==> src/rtl/key_loader.sv <==
// key_loader
// ----------
// Collects key bytes from the bitstream parser into a KEY_LENGTH-bit shift
// register. Once the last byte has arrived, it writes the assembled key to
// key storage with a single strobe.
//
// Load sequence:
// - load_start opens a load.
// - Bytes are taken on byte_valid & byte_ready.
// - The first byte lands in the most significant byte.
// - After KEY_LENGTH/8 bytes the key is committed for one cycle, then
//   load_done pulses.
// - abort, or TIMEOUT_CYCLES consecutive cycles without a byte, drops the
//   partial key and pulses load_err.
//
// Build option:
//   KEY_LOADER_LOCK_EN  When defined, a completed load parks the FSM in
//                       LOCKED. A later load_start is then rejected with a
//                       load_err pulse. Only reset leaves LOCKED.
//                       When undefined, reloads are unlimited.
//
// Ports:
//   clk         in   rising-edge clock
//   rst_n       in   synchronous active-low reset
//   load_start  in   request to begin a key load
//   abort       in   cancel an in-progress load
//   byte_valid  in   byte_data carries a key byte
//   byte_data   in   [7:0] key byte
//   byte_ready  out  loader accepts a byte this cycle (LOAD only)
//   key_write   out  one-cycle write strobe to key storage
//   key_data    out  [KEY_LENGTH-1:0] assembled key, zero outside COMMIT
//   busy        out  high in LOAD and COMMIT
//   load_done   out  one-cycle pulse after a successful commit
//   load_err    out  one-cycle pulse on abort, timeout or rejected start
module key_loader #(
  parameter int KEY_LENGTH     = 128,  // must be a multiple of 8
  parameter int TIMEOUT_CYCLES = 1024
) (
  input  logic                  clk,
  input  logic                  rst_n,
  input  logic                  load_start,
  input  logic                  abort,
  input  logic                  byte_valid,
  input  logic [7:0]            byte_data,
  output logic                  byte_ready,
  output logic                  key_write,
  output logic [KEY_LENGTH-1:0] key_data,
  output logic                  busy,
  output logic                  load_done,
  output logic                  load_err
);

  localparam int NBYTES = KEY_LENGTH / 8;
  localparam int BCNT_W = $clog2(NBYTES) + 1;
  localparam int TCNT_W = $clog2(TIMEOUT_CYCLES + 1);
  localparam logic [BCNT_W-1:0] LAST_BYTE = BCNT_W'(NBYTES - 1);
  localparam logic [TCNT_W-1:0] TCNT_LAST = TCNT_W'(TIMEOUT_CYCLES - 1);

  typedef enum logic [2:0] {
    S_IDLE   = 3'd0,
    S_LOAD   = 3'd1,
    S_COMMIT = 3'd2,
    S_DONE   = 3'd3
`ifdef KEY_LOADER_LOCK_EN
    , S_LOCKED = 3'd4
`endif
  } state_t;

  state_t                state_q, state_d;
  logic [KEY_LENGTH-1:0] shift_q, shift_d;
  logic [BCNT_W-1:0]     bcnt_q, bcnt_d;
  logic [TCNT_W-1:0]     tcnt_q, tcnt_d;
  logic                  err_q, err_d;

  logic accept;
  logic timeout;

  assign accept = (state_q == S_LOAD) && byte_valid;

  // The idle counter holds the number of idle cycles already elapsed. The
  // cycle that would make it reach TIMEOUT_CYCLES is the expiring one, and
  // it aborts the load exactly like an external abort.
  assign timeout = (state_q == S_LOAD) && !byte_valid && (tcnt_q == TCNT_LAST);

  always_ff @(posedge clk) begin
    if (!rst_n) begin
      state_q <= S_IDLE;
      shift_q <= '0;
      bcnt_q  <= '0;
      tcnt_q  <= '0;
      err_q   <= 1'b0;
    end else begin
      state_q <= state_d;
      shift_q <= shift_d;
      bcnt_q  <= bcnt_d;
      tcnt_q  <= tcnt_d;
      err_q   <= err_d;
    end
  end

  always_comb begin
    state_d = state_q;
    shift_d = shift_q;
    bcnt_d  = bcnt_q;
    tcnt_d  = tcnt_q;
    err_d   = 1'b0;

    unique case (state_q)
      S_IDLE: begin
        if (load_start) begin
          state_d = S_LOAD;
          shift_d = '0;
          bcnt_d  = '0;
          tcnt_d  = '0;
        end
      end

      S_LOAD: begin
        // abort outranks a byte arriving in the same cycle, including the
        // final byte: the byte is dropped and nothing is committed.
        if (abort || timeout) begin
          state_d = S_IDLE;
          shift_d = '0;
          bcnt_d  = '0;
          tcnt_d  = '0;
          err_d   = 1'b1;
        end else if (accept) begin
          shift_d = (shift_q << 8) | KEY_LENGTH'(byte_data);
          bcnt_d  = bcnt_q + BCNT_W'(1);
          tcnt_d  = '0;
          if (bcnt_q == LAST_BYTE) begin
            state_d = S_COMMIT;
          end
        end else begin
          tcnt_d = tcnt_q + TCNT_W'(1);
        end
      end

      S_COMMIT: begin
        state_d = S_DONE;
        shift_d = '0;
        bcnt_d  = '0;
      end

      S_DONE: begin
`ifdef KEY_LOADER_LOCK_EN
        state_d = S_LOCKED;
`else
        state_d = S_IDLE;
`endif
      end

`ifdef KEY_LOADER_LOCK_EN
      S_LOCKED: begin
        if (load_start) begin
          err_d = 1'b1;
        end
      end
`endif

      default: begin
        state_d = S_IDLE;
      end
    endcase
  end

  assign byte_ready = (state_q == S_LOAD);
  assign key_write  = (state_q == S_COMMIT);
  assign busy       = (state_q == S_LOAD) || (state_q == S_COMMIT);
  assign load_done  = (state_q == S_DONE);
  assign load_err   = err_q;

  // Storage only ever sees the key while it is being written. Each byte
  // lane is gated by the write strobe.
  genvar gi;
  generate
    for (gi = 0; gi < NBYTES; gi++) begin : g_key_lane
      assign key_data[gi*8 +: 8] = key_write ? shift_q[gi*8 +: 8] : 8'h00;
    end
  endgenerate

endmodule

==> config.mk <==
export PLATFORM = sky130hd
export DESIGN_NAME = key_loader
export DESIGN_NICKNAME = d
export VERILOG_FILES = /design/src/rtl/key_loader.sv
export SDC_FILE = /design/constraint.sdc
export NUM_CORES = 1
export LEC_CHECK = 0
export BUFFER_PORTS_ARGS = -buffer_cell sky130_fd_sc_hd__buf_4
export CELL_PAD_IN_SITES_DETAIL_PLACEMENT = 1
export CELL_PAD_IN_SITES_GLOBAL_PLACEMENT = 1
export CORE_MARGIN = 3
export CORE_UTILIZATION = 43
export CTS_CLUSTER_DIAMETER = 50
export DETAILED_ROUTE_END_ITERATION = 10
export PLACE_DENSITY_LB_ADDON = 0.1
export SYNTH_ARGS = -nofsm -noshare
export SYNTH_HDL_FRONTEND = slang
export SYNTH_SLANG_ARGS = --single-unit
==> constraint.sdc <==
create_clock -name clk -period 3.55 [get_ports clk]
set_clock_uncertainty 0.2 [all_clocks]
set_input_delay 0.71 -clock clk [delete_from_list [all_inputs] [get_ports clk]]
set_output_delay 0.71 -clock clk [all_outputs]
set_load 0.02 [all_outputs]
==> run summary <==
The library cell used as clock root buffer is sky130_fd_sc_hd__clkbuf_16. The global-route layer with the greatest usage is met2. The initialized floorplan defines 41 standard-cell rows.

The largest voltage drop on the vdd net was 0.300 mV; the number of synthesized flops with an enable pin was 0. The flow ran to the end, and the final reports show no timing, DRC or antenna violations. The global route total overflow is 0, and the number of top-level pins is 146. The run gives 0 as the number of gates given a new drive strength after cts. The fraction of power consumed by the clock network was 0.489. The tightest min-delay check is of the reg -> reg type. Setup repair after global routing left no endpoint under its margin. The worst setup path is captured at an output pin. Total track usage: 0.193.

During synthesis, Yosys emitted a total of 0 warnings. In the synthesized netlist the dominant register cell turns out to be sky130_fd_sc_hd__dfxtp_1. In this run the cell area of the synthesized design comes to 0.00572 mm^2.

Setup violations remaining at the end of the flow were counted as 0. The source-to-sink clock delay at the later pin of the worst-skew pair was 410 ps. The number of CTS-inserted buffers came out at 17.

Along the worst path, the maximum fanout reaches 68. The pre-antenna-repair detailed-routing pass consisted of 4 iterations. For the worst endpoint data arrival time, the log shows 2090 ps.

The buffer count from post-CTS setup fixing is 0, and the pin count of the biggest net entering global routing is 116. Port buffering added 145 buffers. The number of clock sinks seen by CTS was 147; the via-per-instance ratio was 5.24.

The relative slew slack is 0.347, and the total power per unit cell area is 486 mW/mm^2. The combinational fraction of design power is 0.054, and the HPWL after detailed placement is 9.36 mm. The tools report the antenna diode count as 0. After detailed routing, the total wire length is 14.3 mm. The count of nets left with antenna violations after detail routing is 0, and the number of hold-repair buffers added at the cts stage is 0. The switching fraction of total power is 0.211. The run gives 22.6 mm as the first-pass GRT wire length. The transition time of the tightest slew-check pin is 970 ps.

The worst setup path is launched from a flip-flop. Internal power comes to 2.87 mW. The die covers 0.0147 mm^2.

Counting every net in the synthesized netlist gives 558. The share of synthesized flip-flops with an asynchronous set or reset is 0. The final period utilization came out at 0.846. The hold path depth was 1. The routing usage on met2 is 0.311, and the required time of the worst setup path is 2640 ps.

For this design the static power due to leakage is 3.28 nW. For the part of the power in registers, the log shows 0.457. The tools report the level count of the clock H-tree as 4.

The core region is 0.0128 mm^2. Dividing the detail-routed wire length by the instance count gives 16.9 um. At the end of the flow, the number of nets in the layout was 683. The die width came out at 121 um. The number of antenna violations at the first check in global routing was 0; the initial cell density of the core was 0.446.

For this run, design rule violations remaining after detail routing come to 0. The number of register bits inferred by synthesis works out to 147. In this run the vertical extent of the chip is 121 um. The worst path needs 3000 ps of the cycle, external delays included. The first routing iteration left 235 violations. By startpoint and endpoint, the worst setup path is classified as reg -> out. The met3 capacity usage during global routing is 0.0592. The maximum clock path buffer count is 2, and the setup TNS after final layout is 0 ps. Number of pins exceeding their max-slew limit in the final report: 0. The share of final-layout standard cells stronger than drive strength 1 came out at 0.272. The global-route met1 utilization is 0.240. The run gives 4431 as the total via count after detailed routing. Counting distinct cell types in the post-synthesis netlist gives 36. TritonCTS built the clock tree.

Once placement completed, the tool counted placed cells totaling 816. For this design the total switching power over the nets is 0.769 mW. Synthesis handed over a netlist of 538 instances. The logs give 4427 for the number of global-route vias before repair and 846 for the final cell count without fillers.

At the end of routability-driven placement, the weighted congestion stood at 0.807. Clock-pin slew was measured on the worst setup and hold paths at 60 ps. The run gives 0.514 as the share of synthesized area occupied by flip-flops and latches. The fmax is 333 MHz. The area added between synthesis and finish was 30.8%; the number of max-capacitance violations reported was 0. Counting cells, the worst reg-to-reg path comes to 7.

The count of final hold-check violations was 0; the synthesized area per cell was 10.6 um^2.
[cells by family (layout without fill, tap and decap cells)]
group	after synthesis	after routing	synth area share
AOI/OAI and AO/OA	147	147	0.219
xor gates and xnor gates	9	9	0.0138
adders and majority gates	7	7	0.0153
buffers and inverters	51	187	0.0481
muxes	4	4	0.00743
and+or+nand+nor	173	173	0.182
DFF	147	147	0.514
[routing by layer]
layer | vias to the layer above | share of wire
li1 | 2162 | -
met1 | 2151 | 0.45
met2 | 100 | 0.48
met3 | 18 | 0.053
met4 | 0 | 0.017
met5 | - | 0
[power groups by stage]
stage	sequential [mW]	combinational [mW]	clock, mW
floorplan	1.70	0.151	0
CTS	1.66	0.198	1.83
global placement	1.70	0.192	0
finish	1.66	0.196	1.78
global route	1.66	0.215	1.90
detailed placement	1.70	0.196	0
[cells in the mapped netlist, types with 4 or more instances]
cell | count | area share
sky130_fd_sc_hd__a22o_1 | 130 | 0.20
sky130_fd_sc_hd__and2_1 | 128 | 0.14
sky130_fd_sc_hd__buf_2 | 7 | 0.0061
sky130_fd_sc_hd__buf_6 | 10 | 0.020
sky130_fd_sc_hd__clkbuf_1 | 27 | 0.018
sky130_fd_sc_hd__dfxtp_1 | 147 | 0.51
sky130_fd_sc_hd__ha_1 | 7 | 0.015
sky130_fd_sc_hd__inv_1 | 7 | 0.0046
sky130_fd_sc_hd__nand2_1 | 8 | 0.0052
sky130_fd_sc_hd__nand4_1 | 4 | 0.0044
sky130_fd_sc_hd__nor2_1 | 14 | 0.0092
sky130_fd_sc_hd__o21ai_0 | 4 | 0.0035
sky130_fd_sc_hd__xnor2_1 | 4 | 0.0061
sky130_fd_sc_hd__xor2_1 | 5 | 0.0077
[state kept, by name, indices dropped and copies added (netlist names)]
signal    cells
state_q       2
tcnt_q       11
shift_q     128
bcnt_q        5
load_err      1
[final timing paths]
kind	startpoint	end	slack, ps
worst max-delay path	state_q[0]$_SDFFE_PN0P_	key_data[87]	550
worst min register to register	shift_q[127]$_SDFFE_PN0P_	shift_q[127]$_SDFFE_PN0P_	270
worst max register to register	state_q[1]$_SDFFE_PN0P_	shift_q[64]$_SDFFE_PN0P_	760
worst min-delay path	shift_q[127]$_SDFFE_PN0P_	shift_q[127]$_SDFFE_PN0P_	270
[metrics by stage]
stage / util / setup slack (ps) / instance area, um^2 / hold WS, ps / power (mW)
after floorplan: - / 1170 / 5720 / 237 / 1.85
after global placement: 0.538 / 760 / 6900 / 253 / 1.89
after detailed placement: 0.538 / 705 / 6900 / 259 / 1.90
after CTS: 0.584 / 510 / 7490 / 274 / 3.69
after global routing: 0.584 / 417 / 7490 / 286 / 3.78
final: 0.584 / 546 / 7490 / 267 / 3.64
[cell usage in the layout, fill, tap and decap left out, drive strengths merged, types with 3 or more instances in the layout]
cell type,synthesis,layout
a22o,130,130
bufinv,0,3
o211ai,3,3
dfxtp,147,147
nand3,3,3
xor2,5,5
o21ai,5,5
a21oi,4,4
nor3,3,3
inv,7,7
nand2,8,8
clkbuf,27,25
and2,128,128
buf,17,150
ha,7,7
xnor2,4,4
nand4,5,5
nor2,14,14
[worst max-delay path, stage by stage, from the launching register on]
cell                      delay, ps
sky130_fd_sc_hd__dfxtp_1        340
sky130_fd_sc_hd__inv_1          150
sky130_fd_sc_hd__ha_4           500
sky130_fd_sc_hd__buf_12         300
sky130_fd_sc_hd__and2_1         190
sky130_fd_sc_hd__buf_4          150
[final cells by class]
class	count	area, um^2
Multi-Input combinational cell	340	2530
Tap cell	172	215
Fill cell	1410	5340
Timing Repair Buffer	150	1190
Inverter	7	26.3
Clock inverter	5	100
Clock buffer	25	485
Sequential cell	147	2940
Power figures use the tool's default switching activity.
